$ cat src/rtl/wb_queue.sv
// wb_queue: in-order writeback FIFO in front of the register file write port.
// Accepts ALU and load results, drops writes to reserved register numbers,
// retires one write per cycle and exposes a pending-write scoreboard for decode.
module wb_queue #(
    parameter int DEPTH = 4,
    parameter int NREGS = 20
) (
    input  logic        clk,
    input  logic        rst,
    input  logic        alu_valid,
    input  logic [4:0]  alu_rd,
    input  logic [31:0] alu_data,
    output logic        alu_ready,
    input  logic        mem_valid,
    input  logic [4:0]  mem_rd,
    input  logic [31:0] mem_data,
    output logic        mem_ready,
    output logic [4:0]  wp,
    output logic        we,
    output logic [31:0] din,
    input  logic [4:0]  qa,
    input  logic [4:0]  qb,
    output logic        busy_a,
    output logic        busy_b,
    output logic [7:0]  drop_cnt
);

    localparam int AW = $clog2(DEPTH);
    localparam int CW = AW + 1;
    localparam logic [CW-1:0] DEPTH_C = CW'(DEPTH);

    // FIFO storage and control state
    logic [4:0]    r_ent_rd   [DEPTH];
    logic [31:0]   r_ent_data [DEPTH];
    logic [AW-1:0] r_rd_ptr;
    logic [AW-1:0] r_wr_ptr;
    logic [CW-1:0] r_count;
    logic [7:0]    r_drop_cnt;

    // Handshake / enqueue decisions for this cycle
    logic          w_alu_ready;
    logic          w_alu_acc;
    logic          w_alu_enq;
    logic          w_alu_drop;
    logic [CW-1:0] w_cnt_alu;
    logic          w_mem_ready;
    logic          w_mem_acc;
    logic          w_mem_enq;
    logic          w_mem_drop;
    logic          w_pop;
    logic [AW-1:0] w_mem_idx;
    logic [CW-1:0] w_count_next;
    logic [8:0]    w_drop_sum;
    logic [AW-1:0] w_sb_idx;
    logic          w_busy_a;
    logic          w_busy_b;

    // Registers 15 and 20 are owned by the register file itself; 0 is never written.
    function automatic logic legal_rd(input logic [4:0] rd);
        return (rd != 5'd0) && (int'(rd) <= NREGS) && (rd != 5'd15) && (rd != 5'd20);
    endfunction

    // Readiness is computed from the current count only; a same-cycle pop is not credited.
    always_comb begin
        w_alu_ready  = (r_count < DEPTH_C);
        w_alu_acc    = alu_valid & w_alu_ready;
        w_alu_enq    = w_alu_acc & legal_rd(alu_rd);
        w_alu_drop   = w_alu_acc & ~legal_rd(alu_rd);
        w_cnt_alu    = r_count + CW'(w_alu_enq);
        w_mem_ready  = (w_cnt_alu < DEPTH_C);
        w_mem_acc    = mem_valid & w_mem_ready;
        w_mem_enq    = w_mem_acc & legal_rd(mem_rd);
        w_mem_drop   = w_mem_acc & ~legal_rd(mem_rd);
        w_pop        = (r_count != '0);
        // The mem entry lands behind the ALU entry so it retires later and wins on equal rd.
        w_mem_idx    = r_wr_ptr + AW'(w_alu_enq);
        w_count_next = r_count + CW'(w_alu_enq) + CW'(w_mem_enq) - CW'(w_pop);
        w_drop_sum   = {1'b0, r_drop_cnt} + 9'(w_alu_drop) + 9'(w_mem_drop);
    end

    // Scoreboard: any valid entry (head included) targeting the queried register.
    always_comb begin
        // NOTE: every combinationally assigned signal gets a default first so no latch is inferred.
        w_busy_a = 1'b0;
        w_busy_b = 1'b0;
        w_sb_idx = '0;
        for (int i = 0; i < DEPTH; i++) begin
            w_sb_idx = r_rd_ptr + AW'(i);
            if (CW'(i) < r_count) begin
                if (r_ent_rd[w_sb_idx] == qa) w_busy_a = 1'b1;
                if (r_ent_rd[w_sb_idx] == qb) w_busy_b = 1'b1;
            end
        end
        if (qa == 5'd0) w_busy_a = 1'b0;
        if (qb == 5'd0) w_busy_b = 1'b0;
    end

    // Entry payload writes; contents are qualified by count so they need no reset.
    always_ff @(posedge clk) begin
        // NOTE: storage arrays are left unreset; only pointers and count define validity.
        if (!rst) begin
            if (w_alu_enq) begin
                r_ent_rd[r_wr_ptr]   <= alu_rd;
                r_ent_data[r_wr_ptr] <= alu_data;
            end
            if (w_mem_enq) begin
                r_ent_rd[w_mem_idx]   <= mem_rd;
                r_ent_data[w_mem_idx] <= mem_data;
            end
        end
    end

    // Pointer, occupancy and drop-counter update; reset flushes everything pending.
    always_ff @(posedge clk) begin
        // NOTE: sequential state uses non-blocking assignments so all registers update together.
        if (rst) begin
            r_rd_ptr   <= '0;
            r_wr_ptr   <= '0;
            r_count    <= '0;
            r_drop_cnt <= '0;
        end else begin
            r_rd_ptr   <= r_rd_ptr + AW'(w_pop);
            r_wr_ptr   <= r_wr_ptr + AW'(w_alu_enq) + AW'(w_mem_enq);
            r_count    <= w_count_next;
            r_drop_cnt <= w_drop_sum[8] ? 8'hFF : w_drop_sum[7:0];
        end
    end

    // Retire port: head entry when non-empty, all zero when idle so wp never points at a register.
    assign we        = w_pop;
    assign wp        = w_pop ? r_ent_rd[r_rd_ptr]   : 5'd0;
    assign din       = w_pop ? r_ent_data[r_rd_ptr] : 32'd0;
    assign alu_ready = w_alu_ready;
    assign mem_ready = w_mem_ready;
    assign busy_a    = w_busy_a;
    assign busy_b    = w_busy_b;
    assign drop_cnt  = r_drop_cnt;

endmodule

$ cat config.mk
export PLATFORM = sky130hd
export DESIGN_NAME = wb_queue
export DESIGN_NICKNAME = d
export VERILOG_FILES = /design/src/rtl/wb_queue.sv
export SDC_FILE = /design/constraint.sdc
export NUM_CORES = 1
export LEC_CHECK = 0
export BUFFER_PORTS_ARGS = -buffer_cell sky130_fd_sc_hd__buf_2
export CORE_MARGIN = 3
export CORE_UTILIZATION = 63
export CTS_CLUSTER_DIAMETER = 40
export DETAILED_ROUTE_END_ITERATION = 10
export MAX_ROUTING_LAYER = met4
export PLACE_DENSITY = 0.88
export SLEW_MARGIN = 20
export SYNTH_ARGS = -nofsm -noshare
export SYNTH_HDL_FRONTEND = slang
export SYNTH_SLANG_ARGS = --single-unit
$ cat constraint.sdc
create_clock -name clk -period 10.7 [get_ports clk]
set_input_delay 0.535 -clock clk [delete_from_list [all_inputs] [get_ports clk]]
set_output_delay 0.535 -clock clk [all_outputs]
set_load 0.005 [all_outputs]
Yosys cells after proc, flatten, opt, wreduce, memory -nomap -nowiden --
Memories as Yosys holds them, arrays and structs flattened. A register that Yosys moved wholly into a read port is not among the register bits. Index checks and enable logic that the tools add are counted.
Word-level totals: word-level logic and storage cells 85, memories kept 2, bits of input ports 88, RAM bits 148, output and inout bits 50, flip-flop bits (word level) 15
Cells by class: multiplexer cells 29, add/sub/neg operators 11, bitwise logic cells 8, reductions and logical operators 11, $lt $le $gt $ge 8, equality and inequality tests 12
Memories:
- r_ent_data | words 4, width 32, read ports 1, clocked after Yosys merged registers in 1, wr ports 2, line 34 | logic [31:0] r_ent_data [DEPTH];
- r_ent_rd | words 4, width 5, read ports 4, clocked after Yosys merged registers in 1, wr ports 2, line 33 | logic [4:0] r_ent_rd [DEPTH];
Operator list (number):
- $eq 5x5->1 | 8
- $mux 32 | 1
- $mux 1 | 24
- $le 5x5->1 const B | 2
- $logic_not 5->1 | 2
- $ne 5x4->1 const B | 2
- $ne 5x5->1 const B | 2
- $reduce_bool 5->1 | 2
- $add 8x1->9 | 1
- $add 9x1->9 | 1
- $mux 8 | 1
- $add 2x1->2 | 3
- $add 3x1->3 | 2
- $and 1x1->1 | 6
- $logic_and 1x1->1 | 6
- $lt 1x3->1 const A | 2
- $lt 2x3->1 const A | 2
- $lt 3x3->1 const B | 2
- $mux 5 | 1
- $add 2x2->2 const B | 2
- $mux 2 | 2
- $reduce_bool 3->1 | 1
- $sub 3x1->3 | 1
- $add 2x1->2 const B | 1
- $not 1->1 | 2

Longest topological paths before layout --
Gate-level depths: netlist of the first run.
depth in word-level cells 12, depth in mapped cells 16, mapped depth without buffers 16

Worst setup path before layout of the first run --
Ideal clock, no wire load.
path type input-to-reg, start in alu_rd[2], end mem r_ent_data[2][0] (enable), setup slack 6.012 ns, setup time 0.483 ns, buffers on the path 2, required time 10.217 ns, stages 14, arrival time 4.206 ns, cells stage by stage or4_1 nor2_1 a221oi_1 and3_1 ha_1 ha_1 xnor2_4 nand2_2 or2_4 nor3b_2 nand2b_2 buf_6 buf_12 o21ai_0
RTL lines:
- start: declaration | line 11 | input logic [4:0] alu_rd,
- end: declaration | line 34

Worst setup path in the final report of the first run --
start reg r_rd_ptr[1], end out busy_b
Between the ends: word-level cells in the longest chain between the ends 10, elaborated cells between the ends (all ways) 14, those cells by class 3 x add/sub; 3 x eq/ne; 7 x mux; 1 x memory
Ends and longest elaborated chain:
- start: declaration | line 35 | logic [AW-1:0] r_rd_ptr;
- start signal: assignment | line 122 | r_rd_ptr <= r_rd_ptr + AW'(w_pop);
- $add 2x1->2 | line 88 | w_sb_idx = r_rd_ptr + AW'(i);
- $mem_v2 4x5 (*)
- $eq 5x5->1 | line 91 | if (r_ent_rd[w_sb_idx] == qb) w_busy_b = 1'b1;
- $mux 1 | line 91
- $mux 1 | line 89 | if (CW'(i) < r_count) begin
- $mux 1 | line 91
- $mux 1 | line 89
- $mux 1 | line 91
- $mux 1 (*) | line 89
- $mux 1 (*) | line 95 | if (qb == 5'd0) w_busy_b = 1'b0;
- end: declaration | line 24 | output logic busy_b,
Every way passes the cells marked *; elsewhere a longest branch is shown, timed or not.

==> results of run 1 <==
-- metal layers --
metal,track usage (%),vias up
li1,-,2674
met3,6.50,59
met1,30.8,2954
met4,12.7,0
met5,-,-
met2,46.6,222
-- power groups by stage --
stage / logic (mW) / registers (mW) / clock network (mW)
floorplan: 0.639 / 0.801 / 0
global placement: 0.841 / 0.826 / 0
detailed placement: 0.861 / 0.831 / 0
CTS: 0.870 / 0.818 / 0.530
global route: 0.940 / 0.825 / 0.561
finish: 0.860 / 0.818 / 0.525
-- final cells by class --
type | count | area, um^2 | area share [%]
diodes | 4 | 10.0 | 0.0916
clock buffers | 20 | 437 | 4.00
clock inverters | 11 | 65.1 | 0.595
inverters | 9 | 33.8 | 0.309
multi-input cells | 416 | 4630 | 42.4
flip-flops and latches | 163 | 4750 | 43.5
well taps | 184 | 230 | 2.11
repair buffers | 148 | 768 | 7.03
-- synthesized netlist by cell type, drive strengths merged, types with 3 or more instances --
master / n
nor2b: 7
ha: 8
clkbuf: 12
and3: 3
mux4: 40
inv: 8
dfxtp: 15
nor2: 13
nand3: 7
buf: 35
o21ai: 7
nand2: 10
nand2b: 3
mux2: 151
xnor2: 32
and2: 36
edfxtp: 148
or4: 4
a21oi: 6
a31oi: 3
nor3: 11
nand4: 4
mux2i: 24
xor2: 26
-- metrics by stage --
step	total power, mW	instance area [um^2]	hold slack, ns	cells	util, %
final	2.20	10900	0.446	955	73.5
after global routing	2.33	10900	0.443	954	73.5
after CTS	2.22	10900	0.429	951	73.5
after detailed placement	1.69	10400	0.572	920	70.1
after global placement	1.67	10400	0.525	920	70.1
after floorplan	1.44	9750	0.525	635	-
-- cells by family after synthesis --
group / count (synthesis) / synth area share (%)
DFF: 163 / 48.6
AOI/OAI and AO/OA: 27 / 1.80
muxes: 215 / 32.1
and+or+nand+nor: 106 / 6.36
xor gates and xnor gates: 58 / 5.40
buffers and inverters: 56 / 4.30
adders and majority gates: 10 / 1.44
-- cell usage in the layout, fill, tap and decap left out, types with 3 or more instances in the layout --
cell | Yosys | final
buf_4 | 6 | 11
xor2_1 | 26 | 26
nand4_1 | 4 | 4
nor3_1 | 10 | 10
ha_1 | 8 | 8
mux2i_1 | 24 | 24
nor2_1 | 13 | 13
nand3_1 | 7 | 7
diode_2 | 0 | 4
inv_1 | 8 | 8
and2_1 | 36 | 36
clkbuf_1 | 12 | 3
nand2_2 | 3 | 3
o21ai_4 | 0 | 4
clkinvlp_4 | 0 | 3
xnor2_1 | 31 | 31
clkinv_1 | 1 | 5
edfxtp_1 | 148 | 148
and3_1 | 3 | 3
nand2_1 | 7 | 7
or4_1 | 4 | 4
dfxtp_1 | 15 | 13
mux2_4 | 76 | 76
mux2_2 | 75 | 75
nor2b_1 | 7 | 7
buf_2 | 9 | 137
clkbuf_16 | 0 | 17
a31oi_1 | 3 | 3
mux4_2 | 40 | 40
a21oi_1 | 6 | 6
-- sequential cells by signal (all words and copies together), names as in the netlist --
register,cells
drop_cnt,8
r_rd_ptr,2
r_wr_ptr,2
r_ent_data,128
r_count,3
r_ent_rd,20
-- critical path, stage by stage (launching register included) --
cell and delay, ns:
dfxtp_2 0.83, buf_4 0.54, mux2i_1 0.51, mux2i_1 0.19, xnor2_1 0.19, nand2_1 0.07
o31ai_1 0.29, o22a_1 0.18, buf_2 0.10
-- path summary, 6_finish.rpt --
check / startpoint / to / slack, ns / depth (start not counted)
worst max-delay path: r_rd_ptr[1] / busy_b / 6.80 / 8
worst min-delay path: alu_data[7] / r_ent_data[3][7] / 0.45 / 2
worst max register to register: r_count[2] / r_ent_data[0][7] / 7.27 / 11
worst min register to register: drop_cnt[6] / drop_cnt[6] / 0.58 / 2
==> impl_metrics.yaml, run 1 <==
grt:
  overflow: 0
  grt_pass1_wl_um: 33600
  first_global_vias: 6341
  grt_util_all_layers_pct: 27.4
  antenna_found_initial: 3
  grt_max_degree: 51
drt:
  vias_per_cell: 6.19
  wl_per_cell_um: 22.6
  drt_pass1_iterations: 5
  met1_length_um: 8160
  final_antenna_net_count: 0
  wl_met3_um: 1310
  drc: 0
  dr_wl_met2_um: 11300
  vias: 5909
  drt-total-wl_um: 21600
  drt_iter0_markers: 345
  top_layer: "met4"
critical_path:
  critPathLaunchType: "register"
  crit_arrival_ns: 3.36
  worst-path-max-fanout: 32
  required_ns: 10.17
  endpoint_kind: "output port"
  crit_type: "reg -> out"
power_and_ir_drop:
  power.share.clock_pct: 23.8
  power.leakage_nw: 4.25
  ir_drop_v: 0.000121
  p_int_mw: 1.50
  p_sw_share_pct: 32.1
  p_comb_share_pct: 39.0
  seq_power_share_pct: 37.1
  p_per_area_mw_per_mm2: 202
  p_switching_uw: 707
die:
  num_rows: 44
  dieWidth_um: 130
  pin_count: 138
  die-height_um: 130
  core-area_mm2: 0.0149
  initial_core_util_pct: 65.6
  dieArea_mm2: 0.0170
final_layout:
  nNetsFinal: 853
  areaGrowthSynthToFinish_pct: 12.0
  fillers: 904
  drive_gt1_share_pct: 49.5
logic_synthesis:
  synth-edff-count: 148
  synthTopCellsByArea: "edfxtp_1, mux2_4, mux4_2"
  postSynthAreaPerCell_um2: 15.4
  ys.flop_type: "edfxtp_1"
  syn_area_mm2: 0.00975
  synth_fp_nets: 733
  yosys.area.top_type: "edfxtp_1"
  ys_seq_area_share_pct: 48.6
  synth_top_cell_area_share_pct: 45.6
  yosys_warnings: 0
  yosys.cell_types.count: 51
  async_reset_ff_share_pct: 0
  synth_seq_cells: 163
  syn_inst: 635
cts:
  clkTransAtPathRegs_ns: 0.06
  root_buffer: "clkbuf_16"
  cts.repair.resized: 0
  cts_hold_buffers: 0
  cts_made_buffers: 17
  cts_tree: "yes"
  postCtsSetupRepairBufs: 0
  clk_latency_ns: 0.43
  cts_max_level: 4
  cts_buffer_depth: 2
  cts_sinks: 163
timing:
  post-route-min-period_ns: 3.90
  hold_viol: 0
  fin_ws_ns: 6.80
  fin_crit_sh_pct: 36.4
  final_max_slew_viol_count: 0
  rsz0062_at_grt: "no"
  setup_tns_ns: 0
  fmax_mhz: 256
  relSlewSlack_pct: 38.4
  worst_pin_slew_ns: 0.923
  fin_skew_ns: 0.00856
  finalSetupViolations: 0
placed_design:
  pre_cts_slack_ns: 6.70
  routabilityCongestion: 0.901
  hpwl_um: 14500
  port_buffers: 137
job:
  maxCapViolCount: 0
outcome:
  status: "complete, no violations"
worst_hold_path:
  hold_class: "in -> reg"
No activity file was read; power rests on OpenSTA's default activity.
==> inputs of run 2 (changes only) <==
Settings changed: ABC_AREA set to 1, CORE_UTILIZATION 63 to 58, PLACE_DENSITY 0.88 to 0.82.
Clock period 10.7 ns to 4.09 ns, I/O delays scaled along.
==> run 2 against run 1 <==
  * Cell count up 54%
  * Global-route usage up 1.3 points
  * Sequential share of layout area up 0.63 points
  * Critical endpoint is now r_count[2]
==> impl_metrics.yaml, run 2 <==
outcome:
  status: "complete, no violations"
logic_synthesis:
  syn_area_mm2: 0.00938
  yosys.area.top_type: "edfxtp_1"
  synth-edff-count: 148
  ys_seq_area_share_pct: 50.6
  postSynthAreaPerCell_um2: 8.21
  synth_fp_nets: 1240
  synth_seq_cells: 163
  ys.flop_type: "edfxtp_1"
  synthTopCellsByArea: "edfxtp_1, nand2_1, nand3_1"
  syn_inst: 1142
  yosysMostFrequentCell: "nand2_1"
  async_reset_ff_share_pct: 0
  synth_commonest_cells: "nand2_1, nand3_1, edfxtp_1"
  synth_top_cell_area_share_pct: 47.4
  yosys.cell_types.count: 34
  yosys_warnings: 0
cts:
  cts_made_buffers: 17
  clkTransAtPathRegs_ns: 0.06
  cts_tree: "yes"
  clk_latency_ns: 0.43
  cts_sinks: 163
  cts_hold_buffers: 0
  postCtsSetupRepairBufs: 0
  cts.repair.resized: 0
  root_buffer: "clkbuf_16"
  cts_buffer_depth: 2
  cts_max_level: 4
drt:
  drc: 0
  drt_iter0_markers: 1036
  vias_per_cell: 5.83
  wl_per_cell_um: 16.8
  drt_pass1_iterations: 5
  drt-total-wl_um: 24600
  final_antenna_net_count: 0
  vias: 8582
grt:
  grt_max_degree: 75
  antenna_found_initial: 1
  grt_util_all_layers_pct: 28.8
  grt_pass1_wl_um: 39500
  overflow: 0
  first_global_vias: 7913
timing:
  fin_skew_ns: 0.00917
  fin_ws_ns: 0.649
  setup_tns_ns: 0
  finalSetupViolations: 0
  rsz0062_at_grt: "no"
  fmax_mhz: 291
  fin_crit_sh_pct: 84.1
  relSlewSlack_pct: 30.9
  worst_pin_slew_ns: 1.04
  final_max_slew_viol_count: 0
  hold_ws_ns: 0.104
  post-route-min-period_ns: 3.44
  hold_viol: 0
job:
  maxCapViolCount: 0
critical_path:
  critPathLaunchType: "register"
  r2r_end: "r_count[2]"
  crit_chain: "inv_1 -> nand2_1 -> nor2_1 -> ha_1 -> ha_1 -> xor2_1 -> nor2_2 -> nor3b_4 -> inv_1 -> ha_1 -> inv_1 -> ha_1 -> fa_1 -> xor2_1 -> o21ai_0 -> a21oi_1"
  ff2ff_setup_slack_ns: 0.65
  crit_arrival_ns: 3.76
  required_ns: 4.41
  cpMaxStageDelayCell: "nor3b_4"
  critPathCapture: "r_count[2]"
  endpoint_kind: "register"
  reg2regPathDepth: 16
  crit_type: "reg -> reg"
  worst-path-max-fanout: 6
  cp-startpoint: "r_count[2]"
  cpMostUsedCell: "ha_1"
  cpPeakStageDelay_ns: 0.49
  worstReg2RegStart: "r_count[2]"
final_layout:
  final_cells: 1471
  multi_input_area_mm2: 0.00398
  nNetsFinal: 1344
  mostFrequentLayoutCell: "nand2_1"
  areaGrowthSynthToFinish_pct: 14.8
  regMostFlops: "r_ent_data"
  seqCellArea_mm2: 0.00475
  stdcell_area_mm2: 0.0108
  fillers: 1197
  mostFrequentLayoutCells: "nand2_1, nand3_1, edfxtp_1"
  drive_gt1_share_pct: 15.6
  largest_register_ffs: 128
power_and_ir_drop:
  power.leakage_nw: 4.85
  ir_drop_v: 0.000357
  p_per_area_mw_per_mm2: 596
die:
  num_rows: 45
  core-area_mm2: 0.0155
  pin_count: 138
  dieWidth_um: 133
  dieArea_mm2: 0.0177
  die-height_um: 133
  initial_core_util_pct: 60.6
placed_design:
  place_inst: 1438
  hpwl_um: 16600
  routabilityCongestion: 0.922
  pre_cts_slack_ns: 0.615
  placed_area_mm2: 0.0102
  port_buffers: 137
worst_hold_path:
  hold_depth: 3
  hold_class: "in -> reg"
-- run 2: kinds of logic (layout without fill, tap and decap cells) --
group           after synthesis  in the layout  share of synthesized area [%]
simple gates                564            564                           25.4
compound gates              234            234                           13.9
flops                       163            163                           50.6
buf+inv                     163            280                           7.92
fa+ha+maj                    10             10                           1.49
xor+xnor                      8              8                          0.747
other cells                   0              1                              0
-- run 2: worst min-delay path by stage --
stage	start	end	slack, ns
global placement	alu_data[20]	r_ent_data[3][20]	0.53
floorplan	rst	drop_cnt[0]	0.27
detailed placement	alu_data[29]	r_ent_data[1][29]	0.54
global route	alu_data[17]	r_ent_data[3][17]	0.12
finish	alu_data[18]	r_ent_data[3][18]	0.10
CTS	alu_data[18]	r_ent_data[3][18]	0.09
-- run 2: power breakdown --
group,switching [mW],leakage (nW),internal [mW]
registers,0.0992,1.46,2.01
logic,1.83,3.10,0.875
clock network,0.647,0.285,0.956
total,2.57,4.85,3.84
-- run 2: per-layer routing --
| metal | track usage, % | vias up | share of wire [%] |
|---|---|---|---|
| li1 | - | 4143 | - |
| met1 | 36.8 | 3927 | 39 |
| met2 | 46.7 | 463 | 49 |
| met3 | 4.23 | 49 | 8.9 |
| met4 | 11.2 | 0 | 2.4 |
| met5 | - | - | 0 |
-- run 2: worst max-delay path: cells and delay by family (launching register included) --
family	cells	cell delay [ns]
xor+xnor	2	0.26
flops	1	0.38
buf+inv	3	0.28
simple gates	4	0.94
fa+ha+maj	5	1.25
compound gates	2	0.20
-- run 2: per-stage QoR --
| stage | power [mW] | util (%) |
|---|---|---|
| 4_1_cts | 6.39 | 69.5 |
| 3_5_place_dp | 4.80 | 65.7 |
| 6_report | 6.41 | 69.5 |
| 5_1_grt | 6.83 | 69.5 |
| 3_3_place_gp | 4.75 | 65.7 |
| 2_1_floorplan | 3.91 | - |
-- run 2: cell type report --
cell class                 instances  area share, %
antenna                            1         0.0232
clock buffer                      18           3.99
clock inverter                    14           1.51
inverter                          96           3.35
multi-input combinational        816           36.9
sequential                       163           44.1
tap                              211           2.45
timing repair buffer             152           7.65
